<file path="src/rtl/mac_pkg.sv">
// Shared types and helpers for the byte-serial multiply-accumulate engine.
package mac_pkg;

  localparam int MAC_BYTE_W = 8;

  typedef enum logic [2:0] {
    S_LOAD_A,
    S_LOAD_B,
    S_MUL,
    S_ACC,
    S_DRAIN
  } state_t;

  function automatic int bytes_for(input int width);
    return (width + MAC_BYTE_W - 1) / MAC_BYTE_W;
  endfunction

endpackage

</file>
<file path="src/rtl/mac_mul_acc.sv">
// Product register, accumulator and sticky overflow for the serial MAC.
// MAC_SATURATE_EN: clamp the accumulator on overflow instead of wrapping.
module mac_mul_acc
  import mac_pkg::*;
#(
  parameter int DATA_W = 8,
  parameter int ACC_W  = 24
) (
  input  logic              clk,
  input  logic              rst,
  input  logic [DATA_W-1:0] i_a,
  input  logic [DATA_W-1:0] i_b,
  input  logic              i_signed,
  input  logic              i_clear,
  input  logic              i_mul_en,
  input  logic              i_acc_en,
  output logic [ACC_W-1:0]  o_acc,
  output logic              o_overflow
);

  localparam int PW = 2 * DATA_W;

  logic [PW-1:0]    w_a_ext;
  logic [PW-1:0]    w_b_ext;
  logic [PW-1:0]    w_prod;
  logic [PW-1:0]    r_prod_p0;
  logic [ACC_W-1:0] w_ext;
  logic [ACC_W:0]   w_sum;
  logic [ACC_W-1:0] r_acc_p1;
  logic             r_ovf;
  logic             w_carry;
  logic             w_sovf;
  logic             w_ovf_now;

`ifdef MAC_SATURATE_EN
  function automatic logic [ACC_W-1:0] sat_fn(input logic sgn, input logic neg);
    if (!sgn)
      return {ACC_W{1'b1}};
    else if (neg)
      return {1'b1, {(ACC_W-1){1'b0}}};
    else
      return {1'b0, {(ACC_W-1){1'b1}}};
  endfunction
`endif

  // Operands widened to the product width; the low 2*DATA_W bits of the
  // product of extended patterns equal the true signed/unsigned product.
  always_comb begin
    if (i_signed) begin
      w_a_ext = {{DATA_W{i_a[DATA_W-1]}}, i_a};
      w_b_ext = {{DATA_W{i_b[DATA_W-1]}}, i_b};
    end else begin
      w_a_ext = {{DATA_W{1'b0}}, i_a};
      w_b_ext = {{DATA_W{1'b0}}, i_b};
    end
  end

  assign w_prod = w_a_ext * w_b_ext;

  // Stage p0: product register
  always_ff @(posedge clk) begin
    if (i_mul_en) r_prod_p0 <= w_prod;
  end

  always_comb begin
    if (i_signed) w_ext = ACC_W'($signed(r_prod_p0));
    else          w_ext = ACC_W'(r_prod_p0);
  end

  assign w_sum     = {1'b0, r_acc_p1} + {1'b0, w_ext};
  assign w_carry   = w_sum[ACC_W];
  assign w_sovf    = (r_acc_p1[ACC_W-1] == w_ext[ACC_W-1]) &&
                     (w_sum[ACC_W-1] != r_acc_p1[ACC_W-1]);
  assign w_ovf_now = i_signed ? w_sovf : w_carry;

  // Stage p1: accumulator, cleared on reset so an abandoned op leaves no residue
  always_ff @(posedge clk) begin
    if (rst) begin
      r_acc_p1 <= '0;
      r_ovf    <= 1'b0;
    end else if (i_acc_en) begin
      if (i_clear) begin
        r_acc_p1 <= w_ext;
        r_ovf    <= 1'b0;
      end else begin
`ifdef MAC_SATURATE_EN
        r_acc_p1 <= w_ovf_now ? sat_fn(i_signed, r_acc_p1[ACC_W-1]) : w_sum[ACC_W-1:0];
`else
        r_acc_p1 <= w_sum[ACC_W-1:0];
`endif
        r_ovf    <= r_ovf | w_ovf_now;
      end
    end
  end

  assign o_acc      = r_acc_p1;
  assign o_overflow = r_ovf;

endmodule

</file>
<file path="src/rtl/mac_serial_param.sv">
// Byte-serial MAC front end: operand deserialiser, control FSM and result drain.
// MAC_SATURATE_EN (in mac_mul_acc) selects saturating accumulation.
module mac_serial_param
  import mac_pkg::*;
#(
  parameter int DATA_W = 8,
  parameter int ACC_W  = 24
) (
  input  logic       clk,
  input  logic       rst,
  input  logic       in_valid,
  output logic       in_ready,
  input  logic [7:0] in_data,
  input  logic       clear_and_mult,
  input  logic       signed_mode,
  output logic       out_valid,
  input  logic       out_ready,
  output logic [7:0] out_data,
  output logic       out_last,
  output logic       overflow,
  output logic       busy
);

  localparam int NB    = bytes_for(DATA_W);
  localparam int NR    = bytes_for(ACC_W);
  localparam int CNT_W = 4;
  localparam int PAD_W = NR * MAC_BYTE_W;

  state_t            r_state;
  logic [CNT_W-1:0]  r_cnt;
  logic [DATA_W-1:0] r_a;
  logic [DATA_W-1:0] r_b;
  logic              r_op_clear;
  logic              r_op_signed;
  logic              w_in_xfer;
  logic              w_out_xfer;
  logic [ACC_W-1:0]  w_acc;
  logic              w_ovf;
  logic [PAD_W-1:0]  w_acc_pad;
  logic [7:0]        w_byte;

  mac_mul_acc #(
    .DATA_W(DATA_W),
    .ACC_W (ACC_W)
  ) u_mul_acc (
    .clk       (clk),
    .rst       (rst),
    .i_a       (r_a),
    .i_b       (r_b),
    .i_signed  (r_op_signed),
    .i_clear   (r_op_clear),
    .i_mul_en  (r_state == S_MUL),
    .i_acc_en  (r_state == S_ACC),
    .o_acc     (w_acc),
    .o_overflow(w_ovf)
  );

  assign in_ready   = !rst && ((r_state == S_LOAD_A) || (r_state == S_LOAD_B));
  assign out_valid  = !rst && (r_state == S_DRAIN);
  assign w_in_xfer  = in_valid && in_ready;
  assign w_out_xfer = out_valid && out_ready;

  always_comb begin
    if (r_op_signed) w_acc_pad = PAD_W'($signed(w_acc));
    else             w_acc_pad = PAD_W'(w_acc);
  end

  always_comb begin
    w_byte = '0;
    for (int i = 0; i < NR; i++)
      if (r_cnt == CNT_W'(i)) w_byte = w_acc_pad[i*MAC_BYTE_W +: MAC_BYTE_W];
  end

  assign out_data = out_valid ? w_byte : 8'h00;
  assign out_last = out_valid && (r_cnt == CNT_W'(NR - 1));
  assign overflow = !rst && w_ovf;
  assign busy     = !rst && !((r_state == S_LOAD_A) && (r_cnt == '0));

  always_ff @(posedge clk) begin
    if (w_in_xfer) begin
      for (int i = 0; i < NB; i++) begin
        if (r_cnt == CNT_W'(i)) begin
          if (r_state == S_LOAD_A) r_a[i*MAC_BYTE_W +: MAC_BYTE_W] <= in_data;
          else                     r_b[i*MAC_BYTE_W +: MAC_BYTE_W] <= in_data;
        end
      end
    end
  end

  always_ff @(posedge clk) begin
    if (rst) begin
      r_state     <= S_LOAD_A;
      r_cnt       <= '0;
      r_op_clear  <= 1'b0;
      r_op_signed <= 1'b0;
    end else begin
      case (r_state)
        S_LOAD_A: if (w_in_xfer) begin
          if (r_cnt == '0) begin
            r_op_clear  <= clear_and_mult;
            r_op_signed <= signed_mode;
          end
          if (r_cnt == CNT_W'(NB - 1)) begin
            r_cnt   <= '0;
            r_state <= S_LOAD_B;
          end else begin
            r_cnt <= r_cnt + 1'b1;
          end
        end
        S_LOAD_B: if (w_in_xfer) begin
          if (r_cnt == CNT_W'(NB - 1)) begin
            r_cnt   <= '0;
            r_state <= S_MUL;
          end else begin
            r_cnt <= r_cnt + 1'b1;
          end
        end
        S_MUL: r_state <= S_ACC;
        S_ACC: r_state <= S_DRAIN;
        S_DRAIN: if (w_out_xfer) begin
          if (r_cnt == CNT_W'(NR - 1)) begin
            r_cnt   <= '0;
            r_state <= S_LOAD_A;
          end else begin
            r_cnt <= r_cnt + 1'b1;
          end
        end
        default: r_state <= S_LOAD_A;
      endcase
    end
  end

endmodule

</file>
<file path="config.mk">
export PLATFORM = sky130hd
export DESIGN_NAME = mac_serial_param
export DESIGN_NICKNAME = d
export VERILOG_FILES = /design/src/rtl/mac_pkg.sv /design/src/rtl/mac_mul_acc.sv /design/src/rtl/mac_serial_param.sv
export SDC_FILE = /design/constraint.sdc
export NUM_CORES = 1
export LEC_CHECK = 0
export BUFFER_PORTS_ARGS = -buffer_cell sky130_fd_sc_hd__buf_2
export CAP_MARGIN = 20
export CORE_AREA = 2 2 172 174
export CTS_CLUSTER_SIZE = 40
export DETAILED_ROUTE_END_ITERATION = 10
export DIE_AREA = 0 0 174 176
export PLACE_DENSITY = 0.49
export SETUP_SLACK_MARGIN = 0.02
export SLEW_MARGIN = 10
export SYNTH_ARGS = -nofsm -noshare
export SYNTH_HDL_FRONTEND = slang
export SYNTH_SLANG_ARGS = --single-unit
</file>
<file path="constraint.sdc">
create_clock -name clk -period 9 [get_ports clk]
set_input_delay 1.35 -clock clk [delete_from_list [all_inputs] [get_ports clk]]
set_output_delay 1.35 -clock clk [all_outputs]
set_load 0.005 [all_outputs]
</file>
==> results.py <==
metrics = {
    "outcome": {
        "status": "complete, no violations",
    },
    "routing": {
        "dr_total_vias": 5832,
        "wl_met1_um": 8720,
        "vias_per_cell": 4.61,
        "route.detailed.drc": 0,
        "dr_wl_met3_um": 480,
        "drt_first_iter_violations": 330,
        "drt-total-wl_um": 18100,
        "top_layer": "met4",
        "drt_pass1_iterations": 5,
        "ant_nets": 0,
        "wl_per_cell_um": 14.3,
        "met2WireLength_um": 8730,
    },
    "sta": {
        "fin_tns_setup_ns": 0,
        "slew_headroom_pct": 56.7,
        "fmax_ghz": 0.176,
        "worstMarginPinSlew_ns": 0.649,
        "fin_crit_sh_pct": 63.2,
        "slew_viol_final": 0,
        "setup_ws_ns": 3.31,
        "setup_violations": 0,
        "period_needed_ns": 5.69,
        "clock-skew-final_ns": 0.0122,
        "hold_violations": 0,
        "rsz0062_at_grt": "no",
    },
    "cts": {
        "htreeDepth": 3,
        "ctsHoldBuffers": 0,
        "clkSinkCount": 66,
        "clk_pin_slew_ns": 0.06,
        "cts_tree": "built",
        "postCtsSetupRepairBufs": 0,
        "cts-root-buf": "clkbuf_16",
        "clk_latency_ns": 0.33,
        "clock_path_buffers": 2,
        "ctsResizeCount": 0,
        "cts_buffers": 9,
    },
    "yosys": {
        "yosys.area_share.simple_pct": 17.9,
        "postSynth.asyncResetShare_pct": 0,
        "synth_top_family_by_area": "adder cells",
        "synthAdderAreaFrac_pct": 31.4,
        "synth_xor_area_share_pct": 6.05,
        "synth_mux_area_share_pct": 0.913,
        "ys_seq_area_share_pct": 21.4,
        "syn-num-nets": 1030,
        "synth_cell_types": 69,
        "synth_edf_count": 32,
        "synth_ff_type": "dfxtp_1",
        "syn_area_per_cell_um2": 8.87,
        "syn_inst": 865,
        "synth_compound_area_share_pct": 14.5,
        "synth_area_um2": 7670,
        "synth-warning-count": 0,
        "ys_ff_latch": 66,
    },
    "die": {
        "core_um2": 28500,
        "die_w_um": 174,
        "die_area_um2": 30600,
        "start_util_pct": 26.9,
        "pin_count": 27,
        "die_h_um": 176,
        "std_cell_rows": 62,
    },
    "critical_path": {
        "critPathCaptureType": "flip-flop",
        "critPathKind": "flip-flop to flip-flop",
        "critPathLaunchType": "flip-flop",
        "path_max_fanout": 15,
        "cp.arrival_ns": 5.75,
        "cp.required_ns": 9.07,
    },
    "final_layout": {
        "layout_commonest_cell": "inv_1",
        "nets": 1042,
        "layout_common_cells": "inv_1, ha_1, nor2_1",
        "drive_gt1_share_pct": 7.48,
        "antenna-diode-count": 0,
        "syn_to_final_growth_pct": 11.2,
    },
    "global_route": {
        "grt_pass1_vias": 5719,
        "grt_overflow": 0,
        "antenna_found_initial": 0,
        "grt_util_all_layers_pct": 12.3,
        "grt_max_degree": 38,
        "grt_pass1_wl_um": 30200,
    },
    "worst_hold_path": {
        "hp-class": "flip-flop to flip-flop",
    },
    "power_and_ir_drop": {
        "power_density_nw_per_um2": 170,
        "irDropWorstVdd_v": 0.0000914,
        "leakagePower_uw": 0.00380,
    },
    "placed_design": {
        "io_buffers": 26,
        "dp_slack_ns": 3.33,
        "dpl.hpwl_um": 14700,
        "place_congestion": 0.838,
    },
    "job": {
        "maxCapViolations": 0,
    },
}
-- logic make-up after synthesis --
| family | after synthesis |
|---|---|
| buf+inv | 154 |
| compound gates | 162 |
| simple gates | 272 |
| xor+xnor | 53 |
| flops | 66 |
| mux | 7 |
| fa+ha+maj | 151 |
-- synth_stat cells (15+ instances only) --
cell / number / area (µm²)
a21oi_1: 49 / 245
inv_1: 122 / 458
and2_1: 61 / 382
dfxtp_1: 34 / 681
nor3_1: 28 / 140
fa_1: 69 / 1380
xor2_1: 15 / 131
ha_1: 82 / 1030
o21ai_0: 23 / 115
nor2_1: 71 / 267
xnor2_1: 38 / 333
nand2_1: 52 / 195
clkbuf_1: 25 / 93.8
edfxtp_1: 32 / 961
-- flip-flops by register name, indices dropped and copies added, names as in the netlist, 3 cells and up --
signal / cells
r_b: 8
r_a: 8
u_mul_acc.o_acc: 24
r_state: 3
u_mul_acc.r_prod_p0: 16
r_cnt: 4
-- area by class of cell --
cell class | count | area, µm²
flip-flops and latches | 66 | 1640
well taps | 384 | 480
clock inverters | 7 | 118
inverters | 123 | 462
fillers | 3111 | 20000
clock buffers | 9 | 225
repair buffers | 32 | 175
multi-input cells | 645 | 5430
-- metal layers --
layer,GRT usage (%),vias up
met2,20.6,89
li1,-,2919
met1,16.5,2812
met5,0,-
met3,1.94,12
met4,3.12,0
-- where the power goes --
part           internal [µW]  leakage (µW)  switching, µW
logic                    290       0.00307            364
clock network            270      0.000159            135
registers                366      0.000567           28.6
total                    927       0.00380            527
-- through the flow --
step,cell area [µm²],hold WS [ns],std cells,power (µW),util (%)
5_1_grt,8530,0.560,1266,1600,29.9
2_1_floorplan,7670,0.462,865,932,-
6_report,8530,0.520,1266,1450,29.9
4_1_cts,8530,0.516,1266,1480,29.9
3_3_place_gp,8180,0.496,1249,1060,28.7
3_5_place_dp,8190,0.503,1250,1070,28.7
-- critical path, stage by stage, from the launching register on --
cell     delay (ns)
dfxtp_1        0.67
and2_1         0.32
and2_1         0.16
ha_1           0.16
inv_1          0.14
fa_1           0.50
inv_1          0.05
fa_1           0.50
inv_1          0.05
fa_1           0.53
inv_1          0.05
fa_1           0.47
inv_1          0.05
fa_1           0.52
inv_1          0.04
ha_1           0.37
and3_1         0.20
a21oi_1        0.10
o21ai_1        0.10
o41ai_1        0.32
xnor2_1        0.11
-- worst paths after layout --
path	start	to	slack (ns)	cells past startpoint
worst max-delay path	r_op_signed$_SDFFE_PP0P_	u_mul_acc.r_prod_p0[14]$_DFFE_PN_	3.31	20
worst min-delay path	u_mul_acc.o_acc[19]$_SDFFE_PP0P_	u_mul_acc.o_acc[19]$_SDFFE_PP0P_	0.52	2
worst min register to register	u_mul_acc.o_acc[19]$_SDFFE_PP0P_	u_mul_acc.o_acc[19]$_SDFFE_PP0P_	0.52	2
worst max register to register	r_op_signed$_SDFFE_PP0P_	u_mul_acc.r_prod_p0[14]$_DFFE_PN_	3.31	20
Power figures use the tool's default switching activity.
